<file path="src/rtl/ioctl_word_loader.sv">
// ioctl_word_loader: packs the hps_io ioctl byte stream into OUT_W-bit little-endian
// words. The words go through a first-word-fall-through FIFO and are streamed to the
// target memory selected by ioctl_index.
//
// Handshake: a word is offered on tgt_wr (one-hot, bit = channel) with tgt_addr and
// tgt_din. It transfers on every rising clk_sys edge where |tgt_wr && tgt_req. Until
// then the offered word and its address stay unchanged. On the ioctl side, a byte is
// taken on each cycle with ioctl_wr high; hps_io only strobes while ioctl_wait is low.
module ioctl_word_loader #(
    parameter int OUT_W      = 16,
    parameter int ADDR_W     = 13,
    parameter int BUF_DEPTH  = 64,
    parameter int NUM_CH     = 2,
    parameter int INDEX_BASE = 0
) (
    input  logic              clk_sys,
    input  logic              reset_n,
    input  logic              ioctl_download,
    input  logic              ioctl_wr,
    input  logic [24:0]       ioctl_addr,
    input  logic [7:0]        ioctl_dout,
    input  logic [7:0]        ioctl_index,
    output logic              ioctl_wait,
    output logic [NUM_CH-1:0] tgt_wr,
    output logic [ADDR_W-1:0] tgt_addr,
    output logic [OUT_W-1:0]  tgt_din,
    input  logic              tgt_req,
    output logic [NUM_CH-1:0] loaded,
    output logic              busy,
    output logic              err
);
    localparam int BYTES  = OUT_W / 8;
    localparam int LANE_W = $clog2(BYTES);
    localparam int PTR_W  = $clog2(BUF_DEPTH);
    localparam int CNT_W  = PTR_W + 1;
    localparam int CH_W   = (NUM_CH > 1) ? $clog2(NUM_CH) : 1;

    typedef enum logic [1:0] {
        ST_IDLE  = 2'd0,
        ST_LOAD  = 2'd1,
        ST_DRAIN = 2'd2
    } state_t;

    state_t              state_q, state_d;
    logic                dl_q;
    logic                pending_q, pending_d;
    logic [CH_W-1:0]     ch_q, ch_d;
    logic [OUT_W-1:0]    word_q, word_d, merged;
    logic [LANE_W:0]     byte_cnt_q, byte_cnt_d;
    logic                push, start, done;
    logic [OUT_W-1:0]    push_data;

    logic [OUT_W-1:0]    mem [BUF_DEPTH];
    logic [PTR_W-1:0]    wr_ptr, rd_ptr;
    logic [CNT_W-1:0]    mem_cnt, total;
    logic                out_valid_q;
    logic                pop, full, push_ok, drop, load_out, from_mem, bypass, mem_wr;

    logic                dl_rise, dl_fall, idx_ok;
    logic [8:0]          idx_off;
    logic [LANE_W-1:0]   lane;
    logic                unused_bits;

    assign dl_rise = ioctl_download & ~dl_q;
    assign dl_fall = ~ioctl_download & dl_q;
    // Out-of-range indices below the base wrap to >= 256 and fail the compare.
    assign idx_off = {1'b0, ioctl_index} - 9'(INDEX_BASE);
    assign idx_ok  = (idx_off < 9'(NUM_CH));
    assign lane    = ioctl_addr[LANE_W-1:0];
    assign unused_bits = &{1'b0, ioctl_addr[24:LANE_W], idx_off[8:CH_W]};

    // The output register counts as one FIFO slot; it is empty only when memory is too.
    assign total    = mem_cnt + CNT_W'(out_valid_q);
    assign pop      = out_valid_q & tgt_req;
    assign full     = (total == CNT_W'(BUF_DEPTH));
    assign push_ok  = push & (~full | pop);
    assign drop     = push & ~push_ok;
    assign load_out = ~out_valid_q | pop;
    assign from_mem = load_out & (mem_cnt != '0);
    assign bypass   = load_out & (mem_cnt == '0) & push_ok;
    assign mem_wr   = push_ok & ~bypass;

    assign ioctl_wait = (total >= CNT_W'(BUF_DEPTH - 1)) || (state_q == ST_DRAIN);
    assign busy       = (state_q == ST_LOAD) || (state_q == ST_DRAIN);

    // State register.
    always_ff @(posedge clk_sys or negedge reset_n) begin
        if (!reset_n) state_q <= ST_IDLE;
        else          state_q <= state_d;
    end

    // Next state, byte assembly and word push decisions.
    always_comb begin
        state_d    = state_q;
        pending_d  = pending_q;
        ch_d       = ch_q;
        word_d     = word_q;
        byte_cnt_d = byte_cnt_q;
        push       = 1'b0;
        push_data  = word_q;
        start      = 1'b0;
        done       = 1'b0;
        merged     = word_q;
        merged[{lane, 3'b000} +: 8] = ioctl_dout;
        case (state_q)
            ST_IDLE: begin
                if (dl_rise || pending_q) begin
                    pending_d = 1'b0;
                    if (idx_ok) begin
                        state_d    = ST_LOAD;
                        ch_d       = idx_off[CH_W-1:0];
                        start      = 1'b1;
                        word_d     = '0;
                        byte_cnt_d = '0;
                    end
                end
            end
            ST_LOAD: begin
                if (dl_fall) begin
                    // Flush a partial word; unfilled high lanes are already zero.
                    state_d    = ST_DRAIN;
                    push       = (byte_cnt_q != '0);
                    push_data  = word_q;
                    word_d     = '0;
                    byte_cnt_d = '0;
                end else if (ioctl_wr) begin
                    push_data = merged;
                    if (&lane) begin
                        push       = 1'b1;
                        word_d     = '0;
                        byte_cnt_d = '0;
                    end else begin
                        word_d     = merged;
                        byte_cnt_d = byte_cnt_q + 1'b1;
                    end
                end
            end
            ST_DRAIN: begin
                if (dl_rise) pending_d = 1'b1;
                if (total == '0) begin
                    state_d = ST_IDLE;
                    done    = 1'b1;
                end
            end
            default: state_d = ST_IDLE;
        endcase
    end

    // Control registers: download edge detect, pending restart, channel, partial word.
    always_ff @(posedge clk_sys or negedge reset_n) begin
        if (!reset_n) begin
            dl_q       <= 1'b0;
            pending_q  <= 1'b0;
            ch_q       <= '0;
            word_q     <= '0;
            byte_cnt_q <= '0;
        end else begin
            dl_q       <= ioctl_download;
            pending_q  <= pending_d;
            ch_q       <= ch_d;
            word_q     <= word_d;
            byte_cnt_q <= byte_cnt_d;
        end
    end

    // FIFO storage array (no reset; validity is tracked by the pointers).
    always_ff @(posedge clk_sys) begin
        if (mem_wr) mem[wr_ptr] <= push_data;
    end

    // FIFO pointers and the registered head word.
    always_ff @(posedge clk_sys or negedge reset_n) begin
        if (!reset_n) begin
            wr_ptr      <= '0;
            rd_ptr      <= '0;
            mem_cnt     <= '0;
            out_valid_q <= 1'b0;
            tgt_din     <= '0;
        end else begin
            if (mem_wr)   wr_ptr <= wr_ptr + 1'b1;
            if (from_mem) rd_ptr <= rd_ptr + 1'b1;
            mem_cnt <= mem_cnt + CNT_W'(mem_wr) - CNT_W'(from_mem);
            if (from_mem) begin
                tgt_din     <= mem[rd_ptr];
                out_valid_q <= 1'b1;
            end else if (bypass) begin
                tgt_din     <= push_data;
                out_valid_q <= 1'b1;
            end else if (load_out) begin
                out_valid_q <= 1'b0;
            end
        end
    end

    // Target word address, sticky error and per-channel loaded flags.
    always_ff @(posedge clk_sys or negedge reset_n) begin
        if (!reset_n) begin
            tgt_addr <= '0;
            err      <= 1'b0;
            loaded   <= '0;
        end else if (start) begin
            tgt_addr     <= '0;
            err          <= 1'b0;
            loaded[ch_d] <= 1'b0;
        end else begin
            if (pop)                         tgt_addr <= tgt_addr + 1'b1;
            if (drop || (pop && &tgt_addr))  err      <= 1'b1;
            if (done)                        loaded[ch_q] <= 1'b1;
        end
    end

    // One-hot word valid towards the latched channel.
    always_comb begin
        tgt_wr = '0;
        if (out_valid_q) tgt_wr[ch_q] = 1'b1;
    end
endmodule

</file>
<file path="config.mk">
export PLATFORM = sky130hd
export DESIGN_NAME = ioctl_word_loader
export DESIGN_NICKNAME = d
export VERILOG_FILES = /design/src/rtl/ioctl_word_loader.sv
export SDC_FILE = /design/constraint.sdc
export NUM_CORES = 1
export LEC_CHECK = 0
export BUFFER_PORTS_ARGS = -buffer_cell sky130_fd_sc_hd__buf_2
export CELL_PAD_IN_SITES_DETAIL_PLACEMENT = 0
export CELL_PAD_IN_SITES_GLOBAL_PLACEMENT = 2
export CORE_UTILIZATION = 52
export CTS_CLUSTER_SIZE = 16
export DETAILED_ROUTE_END_ITERATION = 10
export PLACE_DENSITY = 0.91
export SYNTH_ARGS = -nofsm -noshare
export SYNTH_HDL_FRONTEND = slang
export SYNTH_SLANG_ARGS = --single-unit
</file>
<file path="constraint.sdc">
create_clock -name clk_sys -period 6 [get_ports clk_sys]
set_input_delay 0.9 -clock clk_sys [delete_from_list [all_inputs] [get_ports clk_sys]]
set_output_delay 0.9 -clock clk_sys [all_outputs]
set_load 0.005 [all_outputs]
</file>
* After elaboration in Yosys (flattened, before gate mapping)
Memories as Yosys holds them, arrays and structs flattened.
Cells that the tools add are included.
** Storage, ports and cells
- Memory bits (writable) :: 1024
- Register bits :: 75
- Memories :: 1
- Output and inout bits :: 36
** Memories
- mem :: words 64, width 16, read ports 1, clocked after Yosys merged registers in 0, write ports 1, line 53 : logic [OUT_W-1:0] mem [BUF_DEPTH];
** Cells by class
- Shift-type cells :: 2
- Equal/unequal tests :: 9
- $add $sub $neg :: 8
- Reductions and logical operators :: 23
- Bitwise logic cells :: 20
- Muxes and demuxes :: 54
- Order comparisons :: 6
** Operators by type and width (count)
- $mux 16 :: 10
- $pmux 16 s2 :: 1
- $mux 13 :: 2
- $mux 2 :: 12
- $mux 1 :: 23
- $bwmux 16 :: 1
- $shift 8x6->16 const A :: 1
- $shiftx 8x6->16 :: 1
- $add 7x1->7 :: 2
- $logic_not 7->1 :: 2
- $reduce_bool 2->1 :: 7
- $add 13x1->13 const B :: 1
- $reduce_and 13->1 :: 1
- $add 6x1->6 const B :: 2
- $and 1x1->1 :: 9
- $lt 8x2->1 const B :: 1
- $ne 2x2->1 const B :: 4
- $reduce_and 4->1 :: 2
- $eq 7x7->1 const B :: 1
- $ge 7x6->1 const B :: 1
- $reduce_bool 7->1 :: 1
- $sub 7x1->7 :: 1
- $neg 4->6 :: 1
- $not 1->1 :: 6
- other kinds (20) :: 29

* Longest topological paths before layout
Gate-level depths: netlist (run 1).
- Depth in word-level cells :: 12
- Gate-level depth with buffers :: 18
- Depth with buffers taken out :: 18

* Worst setup path before layout (run 1)
OpenSTA, ideal clock, no wires.
- Path kind :: input -> register
- Start point :: input ioctl_download
- End point :: memory mem[58][0] (enable)
- Data arrival time :: 3.153 ns
- Required time :: 5.611 ns
- Slack :: 2.458 ns
- Setup time :: 0.389 ns
- Cell stages on the path :: 8
- Path buffers :: 1
- Path through :: nand2b_1 -> mux2i_1 -> nand2_1 -> nor3_4 -> inv_2 -> or4b_1 -> buf_2 -> nor2_1
** On the way
- Longest elaborated chain between the ends :: 10
** Ends and longest elaborated chain
- start, declared :: line 18 : input logic ioctl_download,
- $not 1->1 * :: line 65 : assign dl_fall = ~ioctl_download & dl_q;
- $and 1x1->1 * :: line 65
- $mux 1 * :: line 119 : if (dl_fall) begin
- $mux 1 * :: line 105 : case (state_q)
- $and 1x1->1 * :: line 76 : assign push_ok = push & (~full | pop);
- $and 1x1->1 :: line 80 : assign bypass = load_out & (mem_cnt == '0) & push_ok;
- $not 1->1 :: line 81 : assign mem_wr = push_ok & ~bypass;
- $and 1x1->1 * :: line 81
- $mux 1 * :: line 168 : if (mem_wr) mem[wr_ptr] <= push_data;
- $mux 1 (not written as such) * :: line 168
- end, declared :: line 53
Every way passes the cells marked *; elsewhere a longest branch is shown, timed or not.

* Worst setup path in the final report (run 1)
- Start point :: register out_valid_q
- End point :: memory mem[26][4] (enable)
** On the way
- Longest elaborated chain between the ends :: 10
- Elaborated cells on any way between the ends :: 14
** Ends and longest elaborated chain
- start, declared :: line 56 : logic out_valid_q;
- start signal, assigned :: line 177 : out_valid_q <= 1'b0;
- start signal, assigned :: line 185 : out_valid_q <= 1'b1;
- start signal, assigned :: line 188 : out_valid_q <= 1'b1;
- $add 7x1->7 :: line 73 : assign total = mem_cnt + CNT_W'(out_valid_q);
- $eq 7x7->1 :: line 75 : assign full = (total == CNT_W'(BUF_DEPTH));
- $not 1->1 :: line 76
- $or 1x1->1 :: line 76
- $and 1x1->1 :: line 76
- $and 1x1->1 :: line 80
- $not 1->1 :: line 81
- $and 1x1->1 * :: line 81
- $mux 1 * :: line 168
- $mux 1 (not written as such) * :: line 168
Marks and branches as above.

==> results of run 1 <==
power by group:
group,switching (uW),internal (uW)
Clock,2740,3660
Sequential,399,8500
Combinational,2900,1900
Total,6030,14100
worst max-delay path: stages (launching register included):
cell and delay [ns]:
dfrtp_1 0.55, ha_1 0.29, ha_1 0.27, nand3_1 0.16
mux2i_1 0.29, nor4_2 0.12, nor3_4 0.37, inv_2 0.13
or4b_1 0.86, nor2_2 0.91
layout by cell type, fill, tap and decap left out, drive strengths merged, types with 6 or more instances in the layout:
cell type and n:
a221oi 24, o21ai 47, buf 142, edfxtp 1024, o22ai 82, dfrtp 75, mux2 10, nor3 28
xor2 10, nand3 44, nand2 92, bufinv 11, clkbuf 129, xnor2 19, nor4 22, inv 33
nor2b 15, ha 22, o2111ai 13, nor2 157, a21oi 22, o2bb2ai 14, a211oi 26, nand4 6
mux4 131, nand3b 8, mux2i 291, clkinv 43, clkinvlp 6
cell families (layout without fill, tap and decap cells):
kind of cell / count (synthesis) / count (layout) / share of synthesized area
compound gates: 247 / 247 / 0.0384
xor+xnor: 29 / 29 / 0.00586
fa+ha+maj: 23 / 23 / 0.00681
buf+inv: 155 / 364 / 0.0157
flops: 1099 / 1099 / 0.753
mux: 432 / 432 / 0.138
simple gates: 400 / 400 / 0.0427
area by class of cell:
type	count	share of cell area
clock buffer	129	0.0557
inverter	30	0.00233
multi-input combinational	1131	0.208
tap	1070	0.0276
sequential	1099	0.674
timing repair buffer	142	0.0199
clock inverter	63	0.0126
registers in the layout (all words and copies together) (netlist names):
name / cells
state_q: 2
mem_cnt: 7
mem: 1024
dl_q: 1
out_valid_q: 1
ch_q: 1
byte_cnt_q: 2
wr_ptr: 6
rd_ptr: 6
tgt_addr: 13
pending_q: 1
tgt_din: 16
word_q: 16
err: 1
loaded: 2
worst paths after layout:
check | to | cells past startpoint | startpoint
max in group asynchronous | rd_ptr[0]$_DFFE_PN0P_ | 1 | reset_n
min in group asynchronous | tgt_addr[8]$_DFFE_PN0P_ | 1 | reset_n
hold / removal | dl_q$_DFF_PN0_ | 1 | ioctl_download
hold reg to reg | byte_cnt_q[1]$_DFFE_PN0P_ | 2 | byte_cnt_q[1]$_DFFE_PN0P_
setup reg to reg | mem[26][4]$_DFFE_PP_ | 9 | out_valid_q$_DFFE_PN0P_
setup / recovery | mem[26][4]$_DFFE_PP_ | 9 | out_valid_q$_DFFE_PN0P_
metal layers:
layer,track usage,part of all wire,vias to the layer above
met3,0.0422,0.089,175
li1,-,-,9778
met1,0.344,0.41,11800
met2,0.378,0.47,1096
met4,0.0777,0.028,4
met5,0,0.00027,-
synthesized netlist by cell type, types with 2 or more instances:
library cell	number	share of area
nand4b_1	3	0.00061
clkbuf_1	58	0.0050
a211oi_1	25	0.0043
buf_4	12	0.0021
inv_2	2	0.00017
edfxtp_1	1024	0.71
nand4_1	6	0.00087
buf_2	43	0.0050
nand2b_1	5	0.00072
buf_1	12	0.0010
xor2_1	10	0.0020
o2bb2ai_1	14	0.0028
or3_1	2	0.00029
ha_1	22	0.0064
nand2_1	92	0.0080
or4b_1	2	0.00046
nor2b_1	15	0.0022
nand3b_1	8	0.0014
xnor2_1	19	0.0038
o2111ai_1	13	0.0026
mux4_2	131	0.068
a32oi_1	3	0.00061
dfrtp_1	75	0.043
nor2_1	157	0.014
a21bo_2	2	0.00046
or3b_2	3	0.00061
nor4_1	21	0.0030
o21ai_0	46	0.0053
a22oi_1	3	0.00052
a31oi_1	2	0.00029
nand3_1	44	0.0051
mux2_2	10	0.0026
nor3_1	27	0.0031
a221oi_1	24	0.0048
inv_1	28	0.0024
and3_1	5	0.00072
a21oi_1	22	0.0025
o22ai_1	82	0.012
a21o_1	2	0.00035
mux2i_1	291	0.067
and2_1	3	0.00043
per-stage QoR:
stage	worst slack, ns	hold WS, ns	utilization	instances
final	1.63	0.368	0.589	3664
after global routing	1.43	0.369	0.589	3664
after CTS	1.62	0.341	0.589	3664
after detailed placement	1.67	0.479	0.549	3472
after global placement	1.75	0.462	0.549	3472
after floorplan	2.46	0.450	-	2385
==> metrics, run 1 <==
syn_area_per_cell=between 15 and 20 sq um; Max Cap Viol=0; worst skew pair latency=0.66 ns; category of the worst setup path launch point=flop; Placeable Area=between 80000 and 90000 sq um; Port Buffer Count=57; LEAKAGE=around 0.015 uW; num ports=82; clock tree buffer depth=3; worst setup slack for register-to-register paths=roughly 1.6 ns; gate count of the mapped netlist=2385; summed area of non-filler cells in the final layout=approximately 48000 sq um; category of the worst setup path capture point=flop; antenna cell count=0; DRC errors left=0; routability-driven placement congestion ratio=a little over 0.8; final worst path period share=0.728; setup TNS after final layout=0 ns; vias per inst=roughly 6.2; area occupied by multi-input gates=10100 sq um; cells resized by post-CTS repair=0; Power, Total=20100 uW; worst-case vdd ir drop=between 0.3 and 0.4 mV; growth of design area from synthesis to finish=11.7%; wire length of the first global-routing pass=between 100000 and 150000 um; x dimension of the die=291 um; Remaining Overflow, GRT=0; Yosys warnings=0; global-route total usage across every layer=0.240; TritonCTS clock tree=built; number of endpoints failing setup at the final stage=0; cell area after technology mapping=43300 sq um; number of synthesized flops with an enable pin=between 1000 and 1500; clock sink total=about 1100; data required time at the worst endpoint=6.27 ns; starting density of the core=0.527; type of the tightest min-delay check=in -> reg; setup repair after global routing missed its margin=false; Net Count, Synth=approximately 2500; Max H-tree Level=3; layout cell share with drive strength beyond 1=0.179; crit path max fanout=16; Num CTS Buffers=between 100 and 150; DIE HEIGHT=between 200 and 300 um; number of DRC violations after detailed-routing iteration 0=2527; Post-DRT Antenna Nets=0; number of search-and-repair iterations in the first detailed-routing pass=6; number of setup buffers added after CTS=0; fin. max-slew vios=0; outcome=finished, final reports clean; remaining max-slew budget at the tightest pin=0.114; number of global-route vias before repair=around 23000; clock period minus worst slack=~4.4 ns; Die ar.=about 85000 sq um; Placed Area=around 45000 sq um; power density of the placed cells=slightly above 400 nW/um^2; largest net degree at the start of global routing=128; hold bufs inserted after CTS=0; HPWL after DPL=between 50000 and 60000 um; flops & latches, synth=roughly 1100; sequential area share after synthesis=0.753; Fill cells=just under 6000; Setup CP Type=reg -> reg; initial antenna violation count=5; Fin Clk Skew=between 0.02 and 0.025 ns; cell at the root of the clock tree=clkbuf_16; count of different cell masters after synthesis=58; Hold Fails Final Rpt=0; sequential cell area in the final layout=between 30000 and 40000 sq um; final net count=around 2600; leading register cell type out of synthesis=edfxtp_1; Worst Max-Slew Pin Slew=1.33 ns; register clock-pin slew on the reported worst setup and hold paths=roughly 0.06 ns; fraction of registers with async set/reset=0.0682; num rows=roughly 110; DR WL/cell=around 28 um; Routed WL=102000 um; max frequency=~230 MHz; via count=22800; signal arrival time at the worst endpoint=between 4 and 5 ns
Note: power is estimated with default switching activity, not from simulation.
==> inputs of run 2 (changes only) <==
- CORE_UTILIZATION: 52 -> 48
- PLACE_DENSITY: 0.91 -> 0.85
- clock period: 6 -> 4.1 ns (I/O delays scaled with it)
==> metrics, run 2 (same netlist as run 1, synthesis figures left out) <==
antenna cell count=0 (unchanged); max frequency=268 MHz (+17%); clock sink total=1099 (unchanged); met2 routed WL=49400 um (+2.9%); cell at the root of the clock tree=clkbuf_16; number of global-route vias before repair=22800 (+0.76%); Fill cells=6695 (+14%); category of the worst setup path capture point=flop; num ports=82 (unchanged); outcome=finished, final reports clean; hold bufs inserted after CTS=0 (unchanged); wire length of the first global-routing pass=153000 um (+2.6%); number of DRC violations after detailed-routing iteration 0=2435 (-3.6%); num rows=109 (+3.8%); type of the tightest min-delay check=in -> reg; worst skew pair latency=0.68 ns (+0.02 ns); worst-case vdd ir drop=0.493 mV (+41%); most flop-heavy register=mem; TritonCTS clock tree=built; share of total power in the clock network=0.322 (+0.004); vias per inst=6.01 (-3.5%); leading cell type in the layout, fill and taps excluded=edfxtp_1; starting density of the core=0.487 (-0.0396); DRC errors left=0 (unchanged); remaining max-slew budget at the tightest pin=0.218 (+0.104); DR WL/cell=27.3 um (-1.5%); routability-driven placement congestion ratio=0.862 (+3.7%); setup TNS after final layout=0 ns (unchanged); final worst path period share=0.912 (+0.184); Fin Clk Skew=0.0260 ns (+0.00281 ns); signal arrival time at the worst endpoint=4.29 ns (-0.35 ns); initial antenna violation count=0 (-5); register clock-pin slew on the reported worst setup and hold paths=0.06 ns (about the same); growth of design area from synthesis to finish=14.0%; number of setup buffers added after CTS=0 (unchanged); max reg flops=1024 (unchanged); clock period minus worst slack=3.74 ns (-0.629 ns); number of search-and-repair iterations in the first detailed-routing pass=5 (-1); met1 WL=43500 um (+4.2%); Die ar.=91500 sq um (+8.3%); via count=23000 (+0.90%); LEAKAGE=0.0155 uW (+3.4%); count of non-filler cells in the finished layout=3833 (+4.6%); x dimension of the die=303 um (+4.1%); Setup CP Type=reg -> reg; clock tree buffer depth=3 (unchanged); registers with the most flip-flops=mem x1024, tgt_din x16, word_q x16; Remaining Overflow, GRT=0 (unchanged); category of the worst setup path launch point=flop; Post-DRT Antenna Nets=0 (unchanged); cells resized by post-CTS repair=0 (unchanged); placed cell count=3637 (+4.8%); fin. max-slew vios=0 (unchanged); crit path max fanout=5 (-11); routed length on met3=8900 um (-1.3%); highest signal layer in the routed design=met4; worst setup slack for register-to-register paths=0.36 ns (-1.27 ns); Net Sw Power=9120 uW (+51%); fraction of power consumed by combinational cells=0.252 (+0.013); largest net degree at the start of global routing=76 (-41%); number of endpoints failing setup at the final stage=0 (unchanged); layout cell share with drive strength beyond 1=0.200 (+0.0209); Routed WL=105000 um (+3.0%); Hold Fails Final Rpt=0 (unchanged); highest-count cells in the layout ignoring fill and taps=edfxtp_1 (1024), mux2i_1 (291), nor2_1 (157), buf_4 (139), mux4_2 (131); Port Buffer Count=57 (unchanged); final net count=2649 (+2.8%); Max H-tree Level=3 (unchanged); Worst Max-Slew Pin Slew=1.17 ns (-0.158 ns); HPWL after DPL=64100 um (+9.2%); power density of the placed cells=612 nW/um^2 (+48%); Max Cap Viol=0 (unchanged); setup repair after global routing missed its margin=false; Int Power=21100 uW (+50%); global-route total usage across every layer=0.231 (-0.00984); net switching share of the total power=0.302 (+0.00134); DIE HEIGHT=303 um (+4.1%); Placeable Area=88900 sq um (+8.1%); sequential share of power=0.426 (-0.017); data required time at the worst endpoint=4.65 ns (-1.62 ns); Num CTS Buffers=106 (+2.9%)
-- run 2: cell type report --
| class | count | area (sq um) | share of cell area |
|---|---|---|---|
| timing repair buffer | 212 | 1660 | 0.0337 |
| inverter | 30 | 113 | 0.00228 |
| sequential | 1099 | 32600 | 0.661 |
| tap | 1165 | 1460 | 0.0295 |
| multi-input combinational | 1131 | 10000 | 0.203 |
| clock buffer | 133 | 2920 | 0.0592 |
| clock inverter | 63 | 568 | 0.0115 |
-- run 2: per-layer routing --
layer	track usage	up-vias
met3	0.0430	164
met4	0.0757	0
li1	-	9926
met2	0.364	971
met1	0.326	12000
met5	0	-
-- run 2: critical path, stage by stage, from the launching register on --
cell and delay, ns:
dfrtp_1 0.38, ha_1 0.25, ha_1 0.26, xnor2_1 0.21, nand4_1 0.19, nor4_2 0.43
nor3_4 0.07, inv_2 0.11, ha_1 0.23, inv_1 0.06, ha_1 0.16, inv_1 0.06
fa_1 0.42, nand2b_1 0.16, a21oi_1 0.18, o21ai_0 0.10, a21oi_1 0.16, nor2_1 0.07
xnor2_1 0.12
-- run 2: path summary, 6_finish.rpt --
kind	start	endpoint	cells past startpoint
worst max-delay path	mem_cnt[0]$_DFF_PN0_	mem_cnt[6]$_DFF_PN0_	18
worst min-delay path	ioctl_download	dl_q$_DFF_PN0_	1
worst max register to register	mem_cnt[0]$_DFF_PN0_	mem_cnt[6]$_DFF_PN0_	18
worst min register to register	byte_cnt_q[1]$_DFFE_PN0P_	byte_cnt_q[1]$_DFFE_PN0P_	2
max in group asynchronous	reset_n	rd_ptr[0]$_DFFE_PN0P_	1
min in group asynchronous	reset_n	tgt_addr[9]$_DFFE_PN0P_	1
-- run 2: power groups by stage --
stage	registers, uW	logic (uW)	clock network, uW
3_5_place_dp	13100	7610	0
4_1_cts	12900	7630	9870
3_3_place_gp	13100	7520	0
6_report	12900	7620	9740
2_1_floorplan	12800	5120	0
5_1_grt	12900	8070	10300
-- run 2: metrics by stage --
| step | hold WS (ns) | total power [uW] | setup WS (ns) | area [sq um] | util |
|---|---|---|---|---|---|
| detailed placement | 0.471 | 20700 | 0.338 | 45900 | 0.516 |
| global placement | 0.463 | 20600 | 0.392 | 45900 | 0.516 |
| global route | 0.0624 | 31300 | 0.0831 | 49400 | 0.556 |
| CTS | 0.0280 | 30400 | 0.316 | 49400 | 0.556 |
| floorplan | 0.319 | 17900 | 0.582 | 43300 | - |
| finish | 0.0631 | 30300 | 0.362 | 49400 | 0.556 |
